===== src/rtl/param_sequence_generator_if.sv =====
// param_sequence_generator_if: control inputs and valid/ready word stream of the sequence generator.
interface param_sequence_generator_if #(parameter int WIDTH = 8) ();
  logic             enable;
  logic [1:0]       mode;
  logic [WIDTH-1:0] step;
  logic [WIDTH-1:0] lo;
  logic [WIDTH-1:0] hi;
  logic             load;
  logic [WIDTH-1:0] seed;
  logic [WIDTH-1:0] data;
  logic             valid;
  logic             ready;
  logic             wrap;
  modport master (
    input  enable, mode, step, lo, hi, load, seed, ready,
    output data, valid, wrap
  );
  modport slave (
    output enable, mode, step, lo, hi, load, seed, ready,
    input  data, valid, wrap
  );
endinterface


===== src/rtl/param_sequence_generator.sv =====
// param_sequence_generator: up/down/LFSR/Gray word stream with bounds, seeding and a wrap flag.
module param_sequence_generator #(
  parameter int               WIDTH       = 8,
  parameter logic [WIDTH-1:0] TAPS        = 8'hB8,
  parameter logic [WIDTH-1:0] RESET_VALUE = '0
) (
  input logic clk,
  input logic rst,
  param_sequence_generator_if.master bus
);
  logic [WIDTH-1:0] state, origin, lo_e, hi_e, lfsr_s, nxt, ld_val, nxt_data, ld_data;
  logic [WIDTH:0]   sum, diff;
  logic             full, nwrap;
  always_comb begin
    full     = bus.lo > bus.hi;
    lo_e     = full ? '0 : bus.lo;
    hi_e     = full ? '1 : bus.hi;
    sum      = {1'b0, state} + {1'b0, bus.step};
    diff     = {1'b0, state} - {1'b0, bus.step};
    lfsr_s   = (state == '0) ? WIDTH'(1) : state;
    nxt      = state;
    nwrap    = 1'b0;
    if (bus.mode == 2'b10) begin
      nxt   = (lfsr_s >> 1) ^ (lfsr_s[0] ? TAPS : '0);
      nwrap = nxt == origin;
    end else if (bus.mode == 2'b01) begin
      nwrap = state <= lo_e || diff[WIDTH] || diff[WIDTH-1:0] < lo_e;
      nxt   = nwrap ? hi_e : diff[WIDTH-1:0];
    end else begin
      nwrap = state >= hi_e || sum > {1'b0, hi_e};
      nxt   = nwrap ? lo_e : sum[WIDTH-1:0];
    end
    ld_val   = (bus.mode == 2'b10 && bus.seed == '0) ? WIDTH'(1) : bus.seed;
    nxt_data = (bus.mode == 2'b11) ? nxt ^ (nxt >> 1) : nxt;
    ld_data  = (bus.mode == 2'b11) ? ld_val ^ (ld_val >> 1) : ld_val;
  end
  // load beats transfer beats enable; a held word only moves on transfer or load
  always_ff @(posedge clk or posedge rst) begin
    if (rst) begin
      state     <= RESET_VALUE;
      origin    <= RESET_VALUE;
      bus.data  <= RESET_VALUE;
      bus.valid <= 1'b0;
      bus.wrap  <= 1'b0;
    end else if (bus.load) begin
      state     <= ld_val;
      origin    <= ld_val;
      bus.data  <= ld_data;
      bus.valid <= 1'b0;
      bus.wrap  <= 1'b0;
    end else if (bus.valid && bus.ready) begin
      state     <= nxt;
      bus.data  <= nxt_data;
      bus.wrap  <= nwrap;
      bus.valid <= bus.enable;
    end else if (bus.enable) begin
      bus.valid <= 1'b1;
    end
  end
endmodule

===== src/flat_wrapper.sv =====
// flat-port wrapper written by rule: the top's interface ports become plain ports
module param_sequence_generator_flat 
#(
  parameter int               WIDTH       = 8,
  parameter logic [WIDTH-1:0] TAPS        = 8'hB8,
  parameter logic [WIDTH-1:0] RESET_VALUE = '0
)
  (clk, rst, bus_enable, bus_mode, bus_step, bus_lo, bus_hi, bus_load, bus_seed, bus_ready, bus_data, bus_valid, bus_wrap);
  param_sequence_generator_if #(.WIDTH(WIDTH)) bus_i ();
  input logic clk;
  input logic rst;
  input wire logic [$bits(bus_i.enable)-1:0] bus_enable;
  input wire logic [$bits(bus_i.mode)-1:0] bus_mode;
  input wire logic [$bits(bus_i.step)-1:0] bus_step;
  input wire logic [$bits(bus_i.lo)-1:0] bus_lo;
  input wire logic [$bits(bus_i.hi)-1:0] bus_hi;
  input wire logic [$bits(bus_i.load)-1:0] bus_load;
  input wire logic [$bits(bus_i.seed)-1:0] bus_seed;
  input wire logic [$bits(bus_i.ready)-1:0] bus_ready;
  output wire logic [$bits(bus_i.data)-1:0] bus_data;
  output wire logic [$bits(bus_i.valid)-1:0] bus_valid;
  output wire logic [$bits(bus_i.wrap)-1:0] bus_wrap;
  assign bus_i.enable = bus_enable;
  assign bus_i.mode = bus_mode;
  assign bus_i.step = bus_step;
  assign bus_i.lo = bus_lo;
  assign bus_i.hi = bus_hi;
  assign bus_i.load = bus_load;
  assign bus_i.seed = bus_seed;
  assign bus_i.ready = bus_ready;
  assign bus_data = bus_i.data;
  assign bus_valid = bus_i.valid;
  assign bus_wrap = bus_i.wrap;
  param_sequence_generator #(.WIDTH(WIDTH), .TAPS(TAPS), .RESET_VALUE(RESET_VALUE)) u_core (.clk(clk), .rst(rst), .bus(bus_i));
endmodule

===== config.mk =====
export PLATFORM = sky130hd
export DESIGN_NAME = param_sequence_generator_flat
export DESIGN_NICKNAME = d
export VERILOG_FILES = /design/src/rtl/param_sequence_generator_if.sv /design/src/rtl/param_sequence_generator.sv /design/src/flat_wrapper.sv
export SDC_FILE = /design/constraint.sdc
export NUM_CORES = 1
export LEC_CHECK = 0
export BUFFER_PORTS_ARGS = -buffer_cell sky130_fd_sc_hd__buf_2
export CAP_MARGIN = 40
export CORE_UTILIZATION = 40
export CTS_BUF_LIST = sky130_fd_sc_hd__clkbuf_8 sky130_fd_sc_hd__clkbuf_16
export DETAILED_ROUTE_END_ITERATION = 16
export HOLD_SLACK_MARGIN = 0.03
export PLACE_DENSITY_LB_ADDON = 0.3
export SLEW_MARGIN = 20
export SYNTH_ARGS = -nofsm -noshare
export SYNTH_HDL_FRONTEND = slang
export SYNTH_SLANG_ARGS = --single-unit

===== constraint.sdc =====
create_clock -name clk -period 4 [get_ports clk]
set_clock_uncertainty 0.15 [all_clocks]
set_input_delay 0.2 -clock clk [delete_from_list [all_inputs] [get_ports clk]]
set_output_delay 0.2 -clock clk [all_outputs]
set_load 0.005 [all_outputs]

==> flow_metrics.tcl, run 1 <==
set metrics [dict create \
    run_status "finished with violations" \
    violations "negative setup slack" \
    hold_viol 0 \
    grtUsageMet1_pct 38.1 \
    netlist_area_um2 3750 \
    comb_power_share_pct 77.2 \
    areaGrowthSynthToFinish_pct 45.3 \
    power_mw 2.10 \
    hold_depth 4 \
    cp_cell_sequence "inv_2 > ha_4 > inv_2 > fa_2 > a211oi_4 > o21bai_1 > a21oi_2 > xnor2_2 > buf_4 > buf_4 > buf_4 > buf_4 > buf_4 > buf_4 > buf_4 > buf_4 > buf_4 > or3_4 > a32o_2 > a311oi_4 > or4_1 > nand3_1" \
    post-route-cell-area_um2 5450 \
    ant_nets 0 \
    rsz0062_at_grt "true" \
    grt_max_degree 38 \
    io_pins 49 \
    cts_tree "done" \
    cp-start-kind "flip-flop" \
    antenna_found_initial 0 \
    power_switching_uw 947 \
    synth_area_per_cell_um2 7.62 \
    final_common_cell "buf_4" \
    clkPwrFrac_pct 8.3 \
    cp.arrival_ns 4.38 \
    core_area_um2 8890 \
    power.internal_mw 1.16 \
    powerDensity_nw_per_um2 386 \
    ys_async_sr_fraction_pct 100 \
    p_leak_nw 2.62 \
    drtIter0Drc 442 \
    max_stage_delay_ns 0.42 \
    yosysWarningCount 0 \
    vdd_drop_max_mv 0.222 \
    timing.rr.start "u_core.state[0]$_DFFE_PP0P_" \
    synth-main-ff-cell "dfrtp_1" \
    syn_nets 585 \
    max_freq_ghz 0.229 \
    via_count 4495 \
    swShare_pct 45.0 \
    drtPass1Iterations 6 \
    h-tree-depth 1 \
    grt_pass1_wl_um 22300 \
    worst_slack_ns -0.362 \
    drive_above_1_share_pct 38.4 \
    critPathSlowestCell "fa_2" \
    path_common_cell "buf_4" \
    cap_violations 0 \
    grt.busiest_layer "met2" \
    grt_overflow 0 \
    clock_latency_ns 0.29 \
    io_buffers 48 \
    fin_crit_ns 4.36 \
    relSlewSlack_pct 51.0 \
    crit_family "buffers and inverters" \
    whs_ns 0.0957 \
    antennaDiodeCount 0 \
    reg2reg_slack_ns -0.36 \
    layout_common_cells "buf_4 (133), nand2_1 (49), buf_2 (48)" \
    die_w_um 98.8 \
    cts_made_buffers 3 \
    reg2regPathDepth 22 \
    hold_start "bus_ready" \
    crit_fanout 3 \
    tns_ns -3.52 \
    gp_congestion 0.977 \
    start_util_pct 42.1 \
    hold_end "u_core.bus.valid$_DFFE_PP0P_" \
    drv_slew 0 \
    tightest_slew_ns 0.735 \
    yosysSeqAreaShare_pct 16.7 \
    met2_usage_pct 48.5 \
    crit_required_ns 4.02 \
    drt_wl_total_um 14200 \
    place_area_um2 4910 \
    drcViolationCount 0 \
    cts-root-buf "clkbuf_8" \
    crit_buf_inv 11 \
    fillCellCount 783 \
    setup-violations-final 16 \
    end_kind "flip-flop" \
    worstSetupPathType "flip-flop to flip-flop" \
    rows 34 \
    synth_edf_count 0 \
    min_period_over_period_pct 109 \
    clock-sinks 25 \
    synth_cells 492 \
    sequentialPowerShare_pct 14.5 \
    synth_seq_cells 25 \
    grtUsageMet3_pct 3.76 \
    r2r-end "u_core.bus.data[6]$_DFFE_PP0P_" \
    wire_per_inst_um 18.4 \
    grt_usage_pct 29.0 \
    grt_pass1_vias 4477 \
    cts.clk_slew.worst_paths_ns 0.11 \
    clockBufferDepth 2 \
    vias_per_cell 5.82 \
    die_h_um 98.8 \
    nets 758 \
    hp-class "primary input to flip-flop" \
    hpwl_um 10900 \
    dieArea_um2 9760 \
    ys_types 68 \
]
-- flip-flops by register name, indices dropped and copies added, names as in the netlist --
register	cells
u_core.bus.data	7
u_core.bus.valid	1
u_core.bus.wrap	1
u_core.origin	8
u_core.state	8
-- cells in the mapped netlist, types with 9 or more instances --
cell,count,area [um^2]
xnor2_1,13,114
nor2_1,45,169
dfrtp_1,25,626
xor2_1,13,114
nand2_1,50,188
mux2i_1,9,90.1
clkbuf_1,14,52.6
o21ai_0,26,130
inv_1,39,146
ha_1,52,651
a21oi_1,37,185
o211ai_1,10,75.1
nand3_1,22,110
-- how the worst max path moves through the flow --
stage,slack (ns),end,cells after the start,start
floorplan,-0.05,u_core.bus.data[5]$_DFFE_PP0P_,18,u_core.state[0]$_DFFE_PP0P_
global placement,-0.48,u_core.state[1]$_DFFE_PP0P_,21,bus_hi[7]
detailed placement,-0.61,u_core.state[1]$_DFFE_PP0P_,21,bus_hi[7]
CTS,-0.14,u_core.bus.data[4]$_DFFE_PP0P_,18,u_core.state[0]$_DFFE_PP0P_
global route,-0.57,u_core.state[1]$_DFFE_PP0P_,22,u_core.state[0]$_DFFE_PP0P_
finish,-0.36,u_core.bus.data[6]$_DFFE_PP0P_,22,u_core.state[0]$_DFFE_PP0P_
-- power groups by stage --
stage                     Sequential [mW]  Clock (mW)  Combinational [mW]
after CTS                           0.305       0.180                1.50
after detailed placement            0.309           0                1.29
after global routing                0.308       0.188                1.74
after global placement              0.307           0                1.27
after floorplan                     0.318           0               0.733
final                               0.305       0.175                1.62
-- kinds of logic (layout without fill, tap and decap cells) --
logic type / after synthesis / after routing / share of synthesized area [%]
flops: 25 / 25 / 16.7
fa+ha+maj: 54 / 54 / 18.4
mux: 11 / 11 / 3.07
simple gates: 176 / 176 / 23.0
xor+xnor: 26 / 26 / 6.08
buf+inv: 59 / 231 / 6.58
compound gates: 141 / 141 / 26.1
-- per-stage QoR --
step	util (%)	instances	worst slack, ns
final	61.2	772	-0.362
after CTS	59.7	768	-0.144
after global placement	55.0	742	-0.481
after floorplan	-	492	-0.0473
after detailed placement	55.2	743	-0.613
after global routing	61.2	772	-0.567
-- timing repair --
| item | in CTS | in global routing |
|---|---|---|
| gates resized for setup | 46 | 22 |
| hold buffers | 2 | 0 |
| hold endpoints to repair | 13 | 0 |
| buffers inserted | 20 | 6 |
| setup endpoints to repair | 16 | 16 |
| pin swaps | 26 | 39 |
-- final cells by class --
| type | count | area (um^2) | area share [%] |
|---|---|---|---|
| Clock buffer | 3 | 41.3 | 0.758 |
| Tap cell | 108 | 135 | 2.48 |
| Timing Repair Buffer | 188 | 1320 | 24.2 |
| Clock inverter | 1 | 8.76 | 0.161 |
| Inverter | 39 | 149 | 2.73 |
| Sequential cell | 25 | 627 | 11.5 |
| Multi-Input combinational cell | 408 | 3170 | 58.1 |
-- metal layers --
layer	vias to the layer above	share of wire, %
met5	-	0
met4	0	3.1
met3	33	7.2
met2	197	47
met1	2138	43
li1	2127	-
-- worst min-delay path, stage by stage --
cell,delay [ns]
buf_2,0.11
inv_1,0.05
a21oi_1,0.06
nor2_1,0.08
(Power assumes the default switching activity.)
==> run 2, diff against run 1 <==
GPL_ROUTABILITY_DRIVEN = 0   (was default)
REMOVE_ABC_BUFFERS = 1   (was default)
==> run 2 against run 1 <==
Compared with the run above:
- the run still ends with negative setup slack left
- global-route usage decreased by 1.4 points
- fmax decreased by 2.7%
- non-clock buffer count fell by 7
- clock power shrank 5%
- total power increased by 3.1%
- largest power group unchanged
==> flow_metrics.tcl, run 2 (synthesized netlist as in run 1, its figures left out) <==
set metrics [dict create \
    cts.clk_slew.worst_paths_ns 0.09 \
    grt_pass1_vias 4344 \
    die_w_um 98.8 \
    drtPass1Iterations 5 \
    violations "negative setup slack" \
    drt_wl_total_um 14100 \
    die_h_um 98.8 \
    nets 751 \
    grt_usage_pct 27.6 \
    cp.arrival_ns 4.49 \
    power_mw 2.17 \
    hpwl_um 10200 \
    vdd_drop_max_mv 0.161 \
    max_freq_ghz 0.223 \
    multiInputGateArea_um2 3240 \
    worstSetupPathType "flip-flop to flip-flop" \
    hold_depth 4 \
    grt_overflow 0 \
    layout_common_cells "buf_4 (123), buf_2 (48), nand2_1 (47)" \
    relSlewSlack_pct 55.0 \
    areaGrowthSynthToFinish_pct 46.4 \
    vias_per_cell 5.86 \
    grt_max_degree 38 \
    wire_per_inst_um 18.4 \
    pre_cts_slack_ns -0.402 \
    drcViolationCount 0 \
    crit_required_ns 4.01 \
    start_util_pct 42.1 \
    cts_made_buffers 3 \
    reg2reg_slack_ns -0.48 \
    clockBufferDepth 2 \
    run_status "finished with violations" \
    clock_latency_ns 0.28 \
    hold_end "u_core.bus.valid$_DFFE_PP0P_" \
    drv_slew 0 \
    cp-start-kind "flip-flop" \
    io_buffers 48 \
    drive_above_1_share_pct 39.9 \
    rows 34 \
    setup-violations-final 16 \
    antennaDiodeCount 0 \
    core_area_um2 8890 \
    instances_no_fill 765 \
    hp-class "primary input to flip-flop" \
    dp.cells 731 \
    clock-sinks 25 \
    min_period_over_period_pct 112 \
    grt_pass1_wl_um 21400 \
    regArea_um2 627 \
    via_count 4482 \
    io_pins 49 \
    end_kind "flip-flop" \
    cts-root-buf "clkbuf_8" \
    dieArea_um2 9760 \
    worst_slack_ns -0.484 \
    r2r-end "u_core.state[6]$_DFFE_PP0P_" \
    drtIter0Drc 472 \
    cap_violations 0 \
    rsz0062_at_grt "true" \
    reg_top3 "u_core.origin (8), u_core.state (8), u_core.bus.data (7)" \
    final_util_pct 61.7 \
    antenna_found_initial 0 \
    fin_crit_ns 4.48 \
    timing.rr.start "u_core.state[3]$_DFFE_PP0P_" \
    h-tree-depth 1 \
    hold_start "bus_ready" \
    ant_nets 0 \
    cts_tree "done" \
    final_common_cell "buf_4" \
    powerDensity_nw_per_um2 395 \
    hold_viol 0 \
    p_leak_nw 2.63 \
    tightest_slew_ns 0.676 \
    crit_fanout 5 \
    reg2regPathDepth 20 \
    fillCellCount 739 \
]
run 2: power breakdown:
part / internal [mW] / switching (mW)
combinational: 0.841 / 0.856
clock: 0.0733 / 0.0932
sequential: 0.282 / 0.0238
total: 1.20 / 0.973
run 2: critical path: stages, from the launching register on:
cell,delay [ns]
dfrtp_2,0.46
ha_4,0.28
buf_6,0.10
o211ai_1,0.14
a31oi_1,0.27
nor2_1,0.07
nor2_1,0.12
nor2_2,0.06
xnor2_2,0.18
ha_4,0.32
nand2_4,0.05
o211ai_1,0.24
nand4_1,0.29
nor2_2,0.24
a21oi_4,0.12
or3_1,0.38
a32o_2,0.29
a311oi_2,0.22
buf_4,0.17
a211o_1,0.12
nand2_1,0.08
run 2: cell type report:
cell class / instances / share of cell area [%]
Inverter: 39 / 2.71
Clock inverter: 1 / 0.160
Tap cell: 108 / 2.46
Sequential cell: 25 / 11.4
Clock buffer: 3 / 0.753
Multi-Input combinational cell: 408 / 59.0
Timing Repair Buffer: 181 / 23.4
run 2: worst max-delay path by stage:
stage | startpoint | endpoint | slack (ns)
6_report | u_core.state[3]$_DFFE_PP0P_ | u_core.state[6]$_DFFE_PP0P_ | -0.48
5_1_grt | u_core.state[0]$_DFFE_PP0P_ | u_core.state[6]$_DFFE_PP0P_ | -0.61
4_1_cts | u_core.state[1]$_DFFE_PP0P_ | u_core.state[6]$_DFFE_PP0P_ | -0.20
3_5_place_dp | u_core.state[0]$_DFFE_PP0P_ | u_core.state[6]$_DFFE_PP0P_ | -0.40
3_3_place_gp | u_core.state[0]$_DFFE_PP0P_ | u_core.state[6]$_DFFE_PP0P_ | -0.35
2_1_floorplan | bus_hi[3] | u_core.bus.data[5]$_DFFE_PP0P_ | -0.18
run 2: layer usage:
metal	track usage (%)	routed length [um]	up-vias
li1	-	-	2109
met1	35.7	5550	2067
met2	46.0	6720	248
met3	4.40	1190	58
met4	10.8	638	0
met5	0	0	-
run 2: through the flow:
stage	setup TNS [ns]	hold slack, ns	cell area, um^2
floorplan	-0.524	0.0773	3650
global placement	-3.13	0.268	4790
detailed placement	-4.30	0.115	4800
CTS	-1.44	0.0973	5170
global route	-7.87	0.130	5490
finish	-5.28	0.100	5490
run 2: timing repair:
action,4_1_cts,5_1_grt
endpoints found under the hold margin,14,0
gates cloned,0,0
endpoints found under the setup margin,16,16
pin swaps,22,30
hold buffers,2,0
gates resized for setup,44,48
setup buffers,17,11
==> run 3, diff against run 2 <==
BUFFER_PORTS_ARGS = -buffer_cell sky130_fd_sc_hd__buf_4   (was -buffer_cell sky130_fd_sc_hd__buf_2)
PLACE_DENSITY_LB_ADDON = default   (was 0.3)
clock period = 3.9 ns   (was 4 ns; I/O delays follow)
==> run 3 against run 2 <==
Compared with the run above:
- the run still ends with negative setup slack left
- final area grew 1.4%
- sequential cell count stayed put
- setup slack improved by 0.12 ns
- non-clock buffer count is 4 higher
- critical endpoint unchanged
- final cell count grew 0.52%
- largest power group unchanged
- total power rose by 1.3%
- count of clock-buffer cells in the layout unchanged
- sequential share of layout area is 0.13 points lower
- wire length fell by 3.6%
- utilization rose by 0.86 points
==> flow_metrics.tcl, run 3 (synthesized netlist as in run 1, its figures left out) <==
set metrics [dict create \
    end_kind "flip-flop" \
    clkPwrFrac_pct 7.8 \
    multiInputGateArea_um2 3180 \
    power.internal_mw 1.24 \
    die_h_um 98.8 \
    min_period_over_period_pct 109 \
    regArea_um2 628 \
    cp_cell_sequence "ha_4 > nor2b_4 > o211ai_1 > a31oi_2 > nor2_1 > nor2_1 > nor2_2 > xnor2_2 > ha_4 > nand2_2 > o211ai_1 > nand4_1 > nor2_2 > a21oi_4 > or3_1 > a32o_1 > a311oi_2 > buf_4 > a211o_1 > nand2_1" \
    layout_common_cells "buf_4 (177), nand2_1 (48), ha_1 (46)" \
    areaGrowthSynthToFinish_pct 48.4 \
    drtIter0Drc 351 \
    hpwl_um 10500 \
    cts_made_buffers 3 \
    die_w_um 98.8 \
    worstSetupPathType "flip-flop to flip-flop" \
    final_common_cell "buf_4" \
    rows 34 \
    drtPass1Iterations 6 \
    relSlewSlack_pct 53.0 \
    final_util_pct 62.6 \
    ant_nets 0 \
    critPathSlowestCell "dfrtp_2" \
    tns_ns -3.90 \
    hold_start "bus_seed[5]" \
    clock-sinks 25 \
    power_mw 2.20 \
    antennaDiodeCount 0 \
    whs_ns 0.0631 \
    grt_pass1_vias 4186 \
    cts-root-buf "clkbuf_8" \
    vdd_drop_max_mv 0.180 \
    max_freq_ghz 0.235 \
    io_buffers 48 \
    cp-start-kind "flip-flop" \
    comb_power_share_pct 77.9 \
    timing.rr.start "u_core.state[1]$_DFFE_PP0P_" \
    vias_per_cell 5.82 \
    dieArea_um2 9760 \
    drt_wl_total_um 13600 \
    post-route-cell-area_um2 5560 \
    dp.cells 740 \
    p_leak_nw 2.66 \
    drv_slew 0 \
    startpoint "u_core.state[1]$_DFFE_PP0P_" \
    power_switching_uw 953 \
    crit_required_ns 3.92 \
    run_status "finished with violations" \
    grt_pass1_wl_um 21200 \
    reg_top3 "u_core.origin (8), u_core.state (8), u_core.bus.data (7)" \
    core_area_um2 8890 \
    clock_latency_ns 0.28 \
    place_area_um2 4990 \
    tightest_slew_ns 0.705 \
    wire_per_inst_um 17.7 \
    cap_violations 0 \
    h-tree-depth 1 \
    pre_cts_slack_ns -0.588 \
    setup-violations-final 15 \
    grt_usage_pct 27.5 \
    start_util_pct 42.1 \
    max_stage_delay_ns 0.46 \
    nets 755 \
    grt_max_degree 38 \
    antenna_found_initial 0 \
    cts_tree "done" \
    violations "negative setup slack" \
    via_count 4478 \
    io_pins 49 \
    reg2reg_slack_ns -0.36 \
    rsz0062_at_grt "true" \
    powerDensity_nw_per_um2 395 \
    swShare_pct 43.4 \
    fin_crit_ns 4.26 \
    hold_viol 0 \
    clockBufferDepth 2 \
    drcViolationCount 0 \
    instances_no_fill 769 \
    cts.clk_slew.worst_paths_ns 0.10 \
    drive_above_1_share_pct 38.9 \
    sequentialPowerShare_pct 14.3 \
    cp.arrival_ns 4.28 \
    crit_fanout 5 \
    worst_slack_ns -0.364 \
    hp-class "primary input to flip-flop" \
    fillCellCount 799 \
    grt_overflow 0 \
]
==> run 3: cell count changes in the layout (fill, tap and decap cells not counted), sizes merged <==
cell	change
buf	+4
==> run 3: layout make-up <==
class                      instances  share of cell area [%]
clock buffer                       3                   0.742
clock inverter                     1                   0.157
timing repair buffer             185                    25.5
tap                              108                    2.43
inverter                          39                    2.68
sequential                        25                    11.3
multi-input combinational        408                    57.2
==> run 3: per-layer routing <==
metal,track usage [%],vias to the layer above,share of wire (%),routed length (um)
li1,-,2125,-,-
met1,37.6,2132,44,5920
met5,0,-,0,0
met4,7.00,0,3.0,409
met2,45.7,176,47,6380
met3,3.83,45,6.6,892
==> run 3: repair_timing <==
action                                 in CTS  in global routing
endpoints found under the hold margin      13                  0
setup buffers                              13                 11
pin swaps                                  26                 46
setup endpoints to repair                  16                 16
resized for setup                          45                 30
hold buffers                                2                  0
==> run 3: power by group through the flow <==
| stage | logic [mW] | registers (mW) | clock network, mW |
|---|---|---|---|
| after detailed placement | 1.33 | 0.317 | 0 |
| final | 1.71 | 0.314 | 0.171 |
| after floorplan | 0.710 | 0.328 | 0 |
| after global routing | 1.84 | 0.317 | 0.185 |
| after CTS | 1.51 | 0.314 | 0.171 |
| after global placement | 1.31 | 0.316 | 0 |
==> run 3: worst paths after layout <==
check / end / cells past startpoint
worst min register to register: u_core.origin[0]$_DFFE_PP0P_ / 2
worst max-delay path: u_core.state[6]$_DFFE_PP0P_ / 20
max in group asynchronous: u_core.state[2]$_DFFE_PP0P_ / 4
min in group asynchronous: u_core.origin[2]$_DFFE_PP0P_ / 3
worst min-delay path: u_core.bus.data[5]$_DFFE_PP0P_ / 3
worst max register to register: u_core.state[6]$_DFFE_PP0P_ / 20
==> run 3: worst max-delay path: cells and delay by family, from the launching register on <==
kind	cells	cell delay, ns
fa+ha+maj	2	0.60
flops	1	0.46
simple gates	9	1.33
compound gates	7	1.26
xor+xnor	1	0.17
buf+inv	1	0.17
